==> src/rtl/led_pkg.sv <==
// rtl/led_pkg.sv - shared types and mode encodings for the LED breathing driver
package led_pkg;

  typedef enum logic [1:0] {
    UP      = 2'd0,
    HOLD_HI = 2'd1,
    DOWN    = 2'd2,
    HOLD_LO = 2'd3
  } state_t;

  localparam logic [1:0] MODE_BREATHE = 2'd0;
  localparam logic [1:0] MODE_CHASE   = 2'd1;
  localparam logic [1:0] MODE_OFF     = 2'd2;
  localparam logic [1:0] MODE_ON      = 2'd3;

endpackage

==> src/rtl/led_breathe_driver_tick_gen.sv <==
// rtl/led_breathe_driver_tick_gen.sv - prescaler emitting one tick every DIV enabled cycles
module tick_gen #(
  parameter int DIV = 48828
) (
  input  logic clk,
  input  logic resetn,
  input  logic en,
  output logic tick
);

  localparam int CW = (DIV > 1) ? $clog2(DIV) : 1;

  logic [CW-1:0] r_cnt;
  logic          w_last;

  assign w_last = (r_cnt == CW'(DIV - 1));
  assign tick   = en & w_last;

  always_ff @(posedge clk) begin
    if (!resetn) begin
      r_cnt <= '0;
    end else if (!en || w_last) begin
      r_cnt <= '0;
    end else begin
      r_cnt <= r_cnt + 1'b1;
    end
  end

endmodule

==> src/rtl/led_breathe_driver.sv <==
// rtl/led_breathe_driver.sv - PWM breathing / chase engine for active-low board LEDs
module led_breathe_driver
  import led_pkg::*;
#(
  parameter int NUM_LEDS   = 4,
  parameter int PWM_BITS   = 8,
  parameter int STEP_DIV   = 48828,
  parameter int HOLD_STEPS = 64
) (
  input  logic                clk,
  input  logic                resetn,
  input  logic                en,
  input  logic [1:0]          mode,
  output logic [NUM_LEDS-1:0] led,
  output logic                step_tick,
  output logic [PWM_BITS-1:0] level
);

  localparam int HW = (HOLD_STEPS > 1) ? $clog2(HOLD_STEPS) : 1;
  localparam int IW = (NUM_LEDS > 1) ? $clog2(NUM_LEDS) : 1;
  localparam logic [PWM_BITS-1:0] LVL_MAX = '1;

  logic                w_tick;
  state_t              r_state, w_state_nxt;
  logic [PWM_BITS-1:0] r_level, w_level_nxt;
  logic [HW-1:0]       r_hold, w_hold_nxt;
  logic [IW-1:0]       r_idx, w_idx_nxt;
  logic [PWM_BITS-1:0] r_pwm;
  // One extra duty bit lets "solid on" exceed every counter value.
  logic [NUM_LEDS-1:0][PWM_BITS:0] r_duty, w_duty_nxt;
  logic [NUM_LEDS-1:0] w_led_on;

  tick_gen #(.DIV(STEP_DIV)) u_tick_gen (
    .clk    (clk),
    .resetn (resetn),
    .en     (en),
    .tick   (w_tick)
  );

  always_ff @(posedge clk) begin
    if (!resetn) begin
      r_state <= UP;
      r_level <= '0;
      r_hold  <= '0;
      r_idx   <= '0;
    end else begin
      r_state <= w_state_nxt;
      r_level <= w_level_nxt;
      r_hold  <= w_hold_nxt;
      r_idx   <= w_idx_nxt;
    end
  end

  always_comb begin
    w_state_nxt = r_state;
    w_level_nxt = r_level;
    w_hold_nxt  = r_hold;
    w_idx_nxt   = r_idx;
    if (w_tick) begin
      case (r_state)
        UP: begin
          if (r_level >= LVL_MAX - 1'b1) begin
            w_level_nxt = LVL_MAX;
            w_state_nxt = HOLD_HI;
            w_hold_nxt  = '0;
          end else begin
            w_level_nxt = r_level + 1'b1;
          end
        end
        HOLD_HI: begin
          if (r_hold == HW'(HOLD_STEPS - 1)) w_state_nxt = DOWN;
          else w_hold_nxt = r_hold + 1'b1;
        end
        DOWN: begin
          if (r_level <= PWM_BITS'(1)) begin
            w_level_nxt = '0;
            w_state_nxt = HOLD_LO;
            w_hold_nxt  = '0;
          end else begin
            w_level_nxt = r_level - 1'b1;
          end
        end
        HOLD_LO: begin
          if (r_hold == HW'(HOLD_STEPS - 1)) begin
            w_state_nxt = UP;
            w_idx_nxt   = (r_idx == IW'(NUM_LEDS - 1)) ? '0 : r_idx + 1'b1;
          end else begin
            w_hold_nxt = r_hold + 1'b1;
          end
        end
        default: w_state_nxt = UP;
      endcase
    end
  end

  always_ff @(posedge clk) begin
    if (!resetn || !en) r_pwm <= '0;
    else                r_pwm <= r_pwm + 1'b1;
  end

  always_comb begin
    w_duty_nxt = '0;
    for (int i = 0; i < NUM_LEDS; i++) begin
      case (mode)
        MODE_BREATHE: w_duty_nxt[i] = {1'b0, r_level};
        MODE_CHASE:   w_duty_nxt[i] = (IW'(i) == r_idx) ? {1'b0, r_level} : '0;
        MODE_OFF:     w_duty_nxt[i] = '0;
        default:      w_duty_nxt[i] = {1'b1, {PWM_BITS{1'b0}}};
      endcase
    end
  end

  // Latching only on the last PWM count keeps every period glitch-free.
  always_ff @(posedge clk) begin
    if (!resetn)                       r_duty <= '0;
    else if (en && (r_pwm == LVL_MAX)) r_duty <= w_duty_nxt;
  end

  always_comb begin
    w_led_on = '0;
    for (int i = 0; i < NUM_LEDS; i++) begin
      w_led_on[i] = ({1'b0, r_pwm} < r_duty[i]);
    end
  end

  always_ff @(posedge clk) begin
    if (!resetn || !en) led <= '1;
    else                led <= ~w_led_on;
  end

  assign step_tick = w_tick;
  assign level     = r_level;

endmodule

==> config.mk <==
export PLATFORM = sky130hd
export DESIGN_NAME = led_breathe_driver
export DESIGN_NICKNAME = d
export VERILOG_FILES = /design/src/rtl/led_pkg.sv /design/src/rtl/led_breathe_driver_tick_gen.sv /design/src/rtl/led_breathe_driver.sv
export SDC_FILE = /design/constraint.sdc
export NUM_CORES = 1
export LEC_CHECK = 0
export CORE_ASPECT_RATIO = 0.8
export CORE_MARGIN = 2
export CORE_UTILIZATION = 50
export CTS_BUF_LIST = sky130_fd_sc_hd__clkbuf_8
export DETAILED_ROUTE_END_ITERATION = 12
export PLACE_DENSITY = 0.68
export SYNTH_ARGS = -nofsm -noshare
export SYNTH_HDL_FRONTEND = slang
export SYNTH_SLANG_ARGS = --single-unit
==> constraint.sdc <==
create_clock -name clk -period 3.4 [get_ports clk]
set_input_delay 0.68 -clock clk [delete_from_list [all_inputs] [get_ports clk]]
set_output_delay 0.68 -clock clk [all_outputs]
set_load 0.05 [all_outputs]
After elaboration in Yosys (flattened, before gate mapping)
Index checks and enable logic that the tools add are counted.
{"block": "word_totals", "reg_bits": 82, "output_inout_bits": 13, "wordCells": 79, "input_bits": 5}
{"block": "classes", "muxes": 21, "n_lt_le_gt_ge": 6, "bitwise": 3, "n_eq_ne": 17, "reduce_logical": 15, "add_sub_neg": 6}
{"op": "$pmux W9 S3", "count": 4}
{"op": "$mux W8", "count": 6}
{"op": "$lt A8 B9 Y1", "count": 4}
{"op": "$mux W6", "count": 3}
{"op": "$pmux W6 S3", "count": 1}
{"op": "$add A16 B1 Y16 const B", "count": 1}
{"op": "$add A8 B1 Y8 const B", "count": 2}
{"op": "$eq A16 B16 Y1 const B", "count": 1}
{"op": "$pmux W8 S2", "count": 1}
{"op": "$mux W2", "count": 5}
{"op": "$ne A2 B2 Y1 const B", "count": 5}
{"op": "$eq A2 B2 Y1 const B", "count": 4}
{"op": "$eq A8 B8 Y1 const B", "count": 1}
{"op": "$ge A8 B8 Y1 const B", "count": 1}
{"op": "$le A8 B1 Y1 const B", "count": 1}
{"op": "$pmux W2 S4", "count": 1}
{"op": "$sub A8 B1 Y8 const B", "count": 1}
{"op": "$add A6 B1 Y6 const B", "count": 1}
{"op": "$eq A6 B6 Y1 const B", "count": 1}
{"op": "$logic_not A2 Y1", "count": 3}
{"op": "$reduce_and A5 Y1", "count": 1}
{"op": "$eq A2 B1 Y1 const B", "count": 2}
{"op": "$eq A2 B2 Y1 const A", "count": 2}
{"op": "$not A4 Y4", "count": 1}
{"op": "other kinds (12)", "count": 15}

Logic depth before layout (Yosys ltp)
Gate-level depths: netlist of run 1.
{"block": "depth", "ltp_word": 4, "mapped_depth": 9, "depth_no_buf": 7}

Modules after synthesis
A second synthesis of run 1 with hierarchy kept.
{"block": "unflattened", "hier_cells": 552, "hier_area_um2": 4568.1}
{"module": "led_breathe_driver", "cells_per_inst": 473, "n_inst": 1, "area_per_inst_um2": 3829.9, "seq_area_each_um2": 1261.2}
{"module": "tick_gen", "cells_per_inst": 79, "n_inst": 1, "area_per_inst_um2": 738.2, "seq_area_each_um2": 320.3}

Least setup slack after synthesis of run 1
Ideal clock, no wire load.
{"block": "synth_path", "path_kind": "input-to-output", "from": "input port en", "to": "output port step_tick", "stages": 2, "t_required_ps": 2720, "n_path_buf": 0, "path_slack_ps": 356, "arrival_ps": 2364, "path_cell_list": "nand4_1 -> nor4_1"}
{"block": "synth_between", "elab_chain_len": 1}
{"element": "from (decl)", "line": "led_breathe_driver.sv:12", "source": "input logic en,"}
{"element": "$and A1 B1 Y1", "line": "led_breathe_driver_tick_gen.sv:17", "source": "assign tick = en & w_last;"}
{"element": "to (decl)", "line": "led_breathe_driver.sv:15", "source": "output logic step_tick,"}
No other way between the ends.

Worst setup path after layout of run 1
Ends and elaborated chain as after synthesis.

==> flow_summary.ini, run 1 <==
[global_routing]
busiest_layer = met2
grt_pass1_vias = 3416
grt_max_degree = 67
track_usage_pct = 22.4
met1_usage_pct = 31.2
grt_pass1_wl_um = 16900
use_met3_pct = 5.15
grt_overflow = 0
grt_antenna_before_repair = 0
use_met2_pct = 34.4

[finish]
nNetsFinal = 603
multi_input_area_mm2 = 0.00259
antennaDiodeCount = 0
fillCellCount = 801
seq_area_mm2 = 0.00158
syn2layout_area_growth_pct = 9.67
drive_gt1_share_pct = 6.25
fin_cells = 672

[pwr]
leakage_nw = 1.74
power_mw = 1.74
p_clk_share_pct = 43.8
intPower_mw = 1.35
powerDensity_mw_per_mm2 = 356
vdd_drop_max_uv = 214
power_frac_comb_pct = 2.8
swShare_pct = 22.4
power_switching_mw = 0.391
seqPwrFrac_pct = 53.4

[sta]
fin_skew_ns = 0.0107
period_minus_slack_ns = 2.72
setup_tns_ns = 0
hold_viol_final = 0
setup_viol_count_final = 0
fmax_mhz = 367
relSlewSlack_pct = 31.2
tightest_slew_ns = 1.03
rsz0062_at_grt = false
final_max_slew_viol_count = 0
holdWs_ns = 0.460
fin_ws_ns = 0.678
min_period_over_period_pct = 80.1

[clock_network]
clock-sinks = 79
cts_repair_resize_count = 0
cts_buffers = 9
cts_tree = built
cts-root-buf = clkbuf_8
htree_levels = 3
holdBufCountCts = 0
insertion_delay_ns = 0.37
cts_setup_buffers = 0
clockBufferDepth = 2
clkTransAtPathRegs_ns = 0.08

[yosys]
synth_warnings = 0
synthTopCellsByCount = dfxtp_1 (79), nor2_1 (75), a21oi_1 (60), ha_1 (43), inv_1 (40)
synthArstFlopShare_pct = 0
syn_nets = 597
synth.most_common_cell = dfxtp_1
yosysTopAreaCell = dfxtp_1
synth_ff_type = dfxtp_1
synth_edf_count = 0
syn_area_per_cell_um2 = 8.13
ys_seq_elements = 79
synth.cell_area_mm2 = 0.00446
synthesis.instances = 549
synth_area_leaders = dfxtp_1 (35%), ha_1 (12%), a21oi_1 (6.7%)
yosysTopAreaCellShare_pct = 35.4
yosysUniqueCellTypes = 64
synth-seq-area-share_pct = 35.4

[critical_path]
crit_chain = clkdlybuf4s50_1, nand4_1, nor4_1, buf_4, buf_12
crit_family = buffers and inverters
path_buf_inv = 3
critical_path_class = input pin to output pin
crit_path_end_kind = output pin
crit_arrival_ns = 2.04
cp_slowest_stage_delay_ns = 0.57
crit_fanout = 5
cp_slowest_cell = clkdlybuf4s50_1
start_kind = input pin
cp.required_ns = 2.72

[routing]
antenna_left = 0
vias = 3838
avgViaCountPerCell = 5.71
drt_first_pass_iters = 5
drt-initial-drc-count = 215
routed_wirelength_um = 9850
post_drt_wl_per_cell_um = 14.7
drc = 0

[placement]
placed_cells = 656
hpwl_um = 7010
preCtsSetupSlack_ns = 0.579
place_congestion = 0.810
port_buffers = 17

[outcome]
run_status = finished clean

[die]
rows = 30
start_util_pct = 52.1
die_h_um = 88.5
die_w_um = 110
core-area_mm2 = 0.00856
io_pins = 18
dieArea_mm2 = 0.00970

[run]
maxCapViolations = 0

[min_path]
hp-class = flip-flop to flip-flop
[kinds of logic after synthesis]
group           share of synthesized area, %
compound gates                          17.4
xor+xnor                                3.14
fa+ha+maj                               12.1
buf+inv                                 6.59
flops                                   35.4
mux                                    0.449
simple gates                            25.0
[power by group through the flow]
stage / logic [mW] / clock network, mW / registers, mW
CTS: 0.0483 / 0.782 / 0.930
global placement: 0.0478 / 0 / 0.952
finish: 0.0479 / 0.764 / 0.930
detailed placement: 0.0482 / 0 / 0.952
global route: 0.0525 / 0.826 / 0.931
floorplan: 0.0285 / 0 / 0.953
[per-stage QoR]
step	utilization (%)	cell area, µm²
6_report	57.2	4890
5_1_grt	57.2	4890
4_1_cts	57.2	4890
3_5_place_dp	54.7	4680
3_3_place_gp	54.7	4680
2_1_floorplan	-	4460
[state kept, by name, indices dropped and copies added (netlist names)]
register and flops:
r_idx 2, r_hold 6, u_tick_gen.r_cnt 16, r_pwm 8, level 8, led 4
r_duty 33, r_state 2
[cell type report]
cell class	instances	area share [%]
Clock buffer	9	2.53
Sequential cell	79	32.3
Inverter	41	3.14
Multi-Input combinational cell	402	52.9
Clock inverter	7	1.81
Timing Repair Buffer	22	4.45
Tap cell	112	2.86
[final timing paths]
path                       start             endpoint  slack (ns)  depth (start not counted)
max reg2reg             level[1]            r_hold[5]        1.03                          7
min          u_tick_gen.r_cnt[0]  u_tick_gen.r_cnt[0]        0.46                          1
min reg2reg  u_tick_gen.r_cnt[0]  u_tick_gen.r_cnt[0]        0.46                          1
max                           en            step_tick        0.68                          5
[cell usage in the layout, fill, tap and decap left out, types with 10 or more instances in the layout]
| cell type | n |
|---|---|
| inv_1 | 41 |
| o21ai_0 | 19 |
| clkdlybuf4s50_1 | 16 |
| dfxtp_1 | 79 |
| nand3_1 | 16 |
| nor2_1 | 75 |
| nand2b_1 | 12 |
| nor3_1 | 39 |
| nand2_1 | 23 |
| a21oi_1 | 60 |
| xor2_1 | 10 |
| ha_1 | 43 |
| nand4_1 | 10 |
[metal layers]
layer | up-vias | share of wire, %
met5 | - | 0
met4 | 0 | 1.6
met3 | 16 | 4.1
met2 | 81 | 44
met1 | 1793 | 50
li1 | 1948 | -
Power figures use the tool's default switching activity.
==> inputs of run 2 (changes only) <==
Clock period 3.4 ns to 2.8 ns, I/O delays scaled along.
==> run 2 against run 1 <==
Compared with the run above: flip-flop and latch count unchanged; die area unchanged; highest routed layer unchanged; cell count increased by 0.74%; sequential share of layout area decreased by 0.27 points.
==> flow_summary.ini, run 2 (same netlist as run 1, synthesis figures left out) <==
[outcome]
run_status = finished clean

[placement]
preCtsSetupSlack_ns = 0.137
placed_cells = 661
port_buffers = 17
place_congestion = 0.868
hpwl_um = 7110

[critical_path]
crit_arrival_ns = 1.92
crit_fanout = 5
cp.required_ns = 2.24
start_kind = flip-flop
critical_path_class = flip-flop to output pin
crit_path_end_kind = output pin

[global_routing]
use_met3_pct = 6.63
track_usage_pct = 22.6
busiest_layer = met2
use_met2_pct = 35.8
grt_antenna_before_repair = 0
grt_max_degree = 41
grt_pass1_vias = 3561
met1_usage_pct = 30.9
grt_pass1_wl_um = 17100
grt_overflow = 0

[die]
die_h_um = 88.5
io_pins = 18
core-area_mm2 = 0.00856
start_util_pct = 52.1
die_w_um = 110
dieArea_mm2 = 0.00970
rows = 30

[clock_network]
cts_setup_buffers = 0
clock-sinks = 79
clockBufferDepth = 2
insertion_delay_ns = 0.35
holdBufCountCts = 0
clkTransAtPathRegs_ns = 0.07
htree_levels = 3
cts_buffers = 9
cts_tree = built
cts-root-buf = clkbuf_8
cts_repair_resize_count = 0

[finish]
nNetsFinal = 608
fillCellCount = 780
largest_reg_flops = 33
top_regs = r_duty: 33 flops, u_tick_gen.r_cnt: 16 flops
antennaDiodeCount = 0
drive_gt1_share_pct = 7.08
mostFrequentLayoutCells = dfxtp_1 (79), nor2_1 (75), a21oi_1 (60)
fin_cells = 677
layout_commonest_cell = dfxtp_1
syn2layout_area_growth_pct = 10.6
top_register = r_duty

[routing]
routed_wirelength_um = 9930
drc = 0
antenna_left = 0
post_drt_wl_per_cell_um = 14.7
drt_first_pass_iters = 4
drt-initial-drc-count = 223
vias = 3826
avgViaCountPerCell = 5.65

[sta]
fin_ws_ns = 0.325
setup_tns_ns = 0
fin_skew_ns = 0.00494
tightest_slew_ns = 0.647
final_max_slew_viol_count = 0
fmax_mhz = 404
holdWs_ns = 0.453
period_minus_slack_ns = 2.48
min_period_over_period_pct = 88.4
relSlewSlack_pct = 56.8
rsz0062_at_grt = false
hold_viol_final = 0
setup_viol_count_final = 0

[min_path]
hp-class = flip-flop to flip-flop

[pwr]
leakage_nw = 1.77
vdd_drop_max_uv = 212
powerDensity_mw_per_mm2 = 422

[run]
maxCapViolations = 0
==> run 2: changes by cell type in the layout (fill, tap and decap cells not counted), sizes merged <==
cell      previous run  this run
buf                  6        11
bufinv               2         1
clkbuf               9        12
clkinv               3         1
clkinvlp             2         1
inv                 41        42
==> run 2: final timing paths <==
kind	start	end	slack (ns)	cells past startpoint
setup / recovery	u_tick_gen.r_cnt[0]	step_tick	0.32	4
hold / removal	u_tick_gen.r_cnt[0]	u_tick_gen.r_cnt[0]	0.45	1
setup reg to reg	level[1]	r_hold[5]	0.43	7
hold reg to reg	u_tick_gen.r_cnt[0]	u_tick_gen.r_cnt[0]	0.45	1
==> run 2: metal layers <==
layer	vias to the layer above	wire length [µm]
li1	1954	-
met1	1770	4850
met4	0	87
met2	91	4520
met5	-	0
met3	11	471
==> run 2: report_power, final <==
part	leakage (nW)	total, mW	switching, mW	internal [mW]
Combinational	1.02	0.0612	0.0392	0.0220
Sequential	0.637	1.13	0.00388	1.13
Clock	0.111	0.890	0.411	0.479
==> run 2: worst max-delay path, cell delays in order (launching register included) <==
cell and delay, ns:
dfxtp_1 0.36, ha_1 0.25, nand4bb_1 0.30, nor4_2 0.46
buf_12 0.19
==> run 2: per-stage QoR <==
step	total power [mW]	instance area, µm²	util [%]
after floorplan	1.19	4470	-
after global placement	1.22	4730	55.2
after detailed placement	1.22	4730	55.2
after CTS	2.11	4940	57.7
after global routing	2.17	4940	57.7
final	2.08	4940	57.7
==> run 2: cell type report <==
| class | instances | area (µm²) | share of cell area, % |
|---|---|---|---|
| clock buffers | 12 | 165 | 3.35 |
| clock inverters | 4 | 45.0 | 0.913 |
| inverters | 41 | 154 | 3.12 |
| multi-input cells | 402 | 2590 | 52.6 |
| flip-flops and latches | 79 | 1580 | 32.0 |
| well taps | 112 | 140 | 2.84 |
| repair buffers | 27 | 255 | 5.17 |
==> patch: new RTL, settings of run 2 <==
Take the reset off `r_hold` and load it in a clocked block of its own.
--- a/src/rtl/led_breathe_driver.sv
+++ b/src/rtl/led_breathe_driver.sv
@@ -42,12 +42,14 @@
       r_state <= UP;
       r_level <= '0;
-      r_hold  <= '0;
       r_idx   <= '0;
     end else begin
       r_state <= w_state_nxt;
       r_level <= w_level_nxt;
-      r_hold  <= w_hold_nxt;
       r_idx   <= w_idx_nxt;
     end
+  end
+
+  always_ff @(posedge clk) begin
+    r_hold <= w_hold_nxt;
   end
 
Formal check against the unedited RTL: same outputs for any inputs over 10 cycles, from zero or initial values and one cycle with resetn low; that may be too few to reach the edited logic, so the function may still have changed.
==> patch against run 2 <==
Setup slack better by 73 ps. Clock power hardly changed. Count of clock-buffer cells in the layout shrank 3. Wire length is 4.3% lower. Design area grew 0.86%. Power up 0.74%. Sequential cell count is the same. Synthesized area grew 0.31%. Critical endpoint unchanged.
==> patch: results (changes against run 2) <==
status: "finished, final reports clean"  # unchanged
worstHoldStart: "u_tick_gen.r_cnt[0]"  # unchanged
cts_made_buffers: 9  # unchanged
root_buffer: "clkbuf_8"  # unchanged
dr.pass1.iters: 5  # was 4
holdPathStages: 1  # unchanged
critPathArrivalTime_ps: 1840  # was 1920 ps
ys_warn_count: 0  # unchanged
r2r_start: "r_state[0]"  # was level[1]
synth.area.top_cells: "dfxtp_1 33%, ha_1 12%, a21boi_1 6.0%"  # was dfxtp_1 35%, ha_1 12%, a21oi_1 6.7%
cts_setup_buffers: 0  # unchanged
synth_seq_area_share: 0.367  # was 0.354
yosys-top-cells-count: "73 x dfxtp_1, 59 x nand2_1, 43 x ha_1"  # was 79 x dfxtp_1, 75 x nor2_1, 60 x a21oi_1
syn-num-nets: 573  # was 597
r2r_slack_ps: 540  # was 430 ps
hold_slack_ps: 449  # was 453 ps
grt_max_degree: 67  # was 41
wl_um: 9500  # was 9930 µm
slowest_stage: "dfxtp_1"  # was nor4_2
reg_top3: "r_duty x33, u_tick_gen.r_cnt x16"  # unchanged
crit_fanout: 4  # was 5
cts-resized-gates: 0  # unchanged
insertion_delay_ps: 360
grt_use_total: 0.217  # was 0.226
slew_violations: 0  # unchanged
skew_ps: 9.33  # was 4.94 ps
place.gp.congestion: 0.857  # was 0.868
antenna_found_initial: 0  # unchanged
cpLargestDelayFamily: "simple AND/OR/NAND/NOR gates"  # unchanged
htreeDepth: 3  # unchanged
irDropWorstVdd_uv: 364  # was 212 µV
max_slew_margin: 0.538  # was 0.568
portBuffers: 17  # unchanged
p_leak_uw: 0.00186  # was 0.00177 µW
synth-async-reset-ratio: 0  # unchanged
yosysUniqueCellTypes: 49  # was 64
grt_first_pass_wirelength_um: 16300  # was 17100 µm
cts_max_path_buffers: 2  # unchanged
min_to: "u_tick_gen.r_cnt[0]"  # unchanged
drive_above_1_share: 0.0549  # was 0.0708
vias: 3604  # was 3826
place_area_um2: 4770  # was 4730 µm²
cp_slowest_stage_delay_ps: 360  # was 460 ps
nFillCells: 814  # was 780
reg2reg_to: "level[7]"  # was r_hold[5]
antenna_cells: 0  # unchanged
hold_class: "reg2reg"  # unchanged
reg2reg_depth: 6  # was 7
drt-initial-drc-count: 153  # was 223
clk_pin_slew_ps: 70  # about the same
grt_pass1_vias: 3320  # was 3561
dp_hpwl_um: 6750  # was 7110 µm
synth-edff-count: 6  # was 0
nets: 589  # was 608
finalHoldViolCount: 0  # unchanged
patch: changes by cell type after synthesis, sizes merged, moves of 5 or more:
cell,run 2,this run
a21boi,1,36
a21o,0,14
a21oi,60,21
buf,7,1
dfxtp,79,73
edfxtp,0,6
nand2,23,59
nor2,76,41
nor3,39,7
o21a,6,0
o31ai,7,0
or3,8,36
xor2,10,15
patch: area by class of cell:
class                           count  area [µm²]  area share
Multi-Input combinational cell    388        2610       0.524
Sequential cell                    79        1640       0.330
Timing Repair Buffer               25         240      0.0483
Inverter                           38         143      0.0287
Tap cell                          112         140      0.0281
Clock buffer                        9         124      0.0249
Clock inverter                      7        80.1      0.0161
patch: logic make-up after synthesis:
logic type | Yosys count | synth area share
fa+ha+maj | 43 | 0.120
flops | 79 | 0.367
xor+xnor | 24 | 0.0470
compound gates | 109 | 0.169
simple gates | 211 | 0.245
buf+inv | 58 | 0.0503
mux | 1 | 0.00224
patch: metrics by stage:
stage               std cells  setup WS [ps]
floorplan                 525            147
global placement          642            272
detailed placement        642            198
CTS                       658            370
global route              658            223
finish                    658            398
patch: worst max path at each step:
stage | startpoint | endpoint | slack (ps) | depth (start not counted)
2_1_floorplan | level[3] | r_hold[0] | 150 | 5
3_3_place_gp | en | level[1] | 270 | 6
3_5_place_dp | en | level[1] | 200 | 6
4_1_cts | u_tick_gen.r_cnt[0] | step_tick | 370 | 6
5_1_grt | u_tick_gen.r_cnt[0] | step_tick | 220 | 6
6_report | u_tick_gen.r_cnt[0] | step_tick | 400 | 6
patch: where the power goes:
group | internal (µW) | total (µW) | leakage (µW) | switching [µW]
clock network | 488 | 893 | 0.000111 | 404
registers | 1140 | 1140 | 0.000658 | 3.85
logic | 26.8 | 62.0 | 0.00109 | 35.2
total | 1650 | 2100 | 0.00186 | 443
patch: layer usage:
| metal | track usage | up-vias | routed length (µm) | part of all wire |
|---|---|---|---|---|
| met4 | 0.0644 | 0 | 93 | 0.0098 |
| met2 | 0.328 | 75 | 4100 | 0.43 |
| met5 | 0 | - | 0 | 0 |
| met3 | 0.0515 | 10 | 407 | 0.043 |
| li1 | - | 1851 | - | - |
| met1 | 0.309 | 1668 | 4910 | 0.52 |
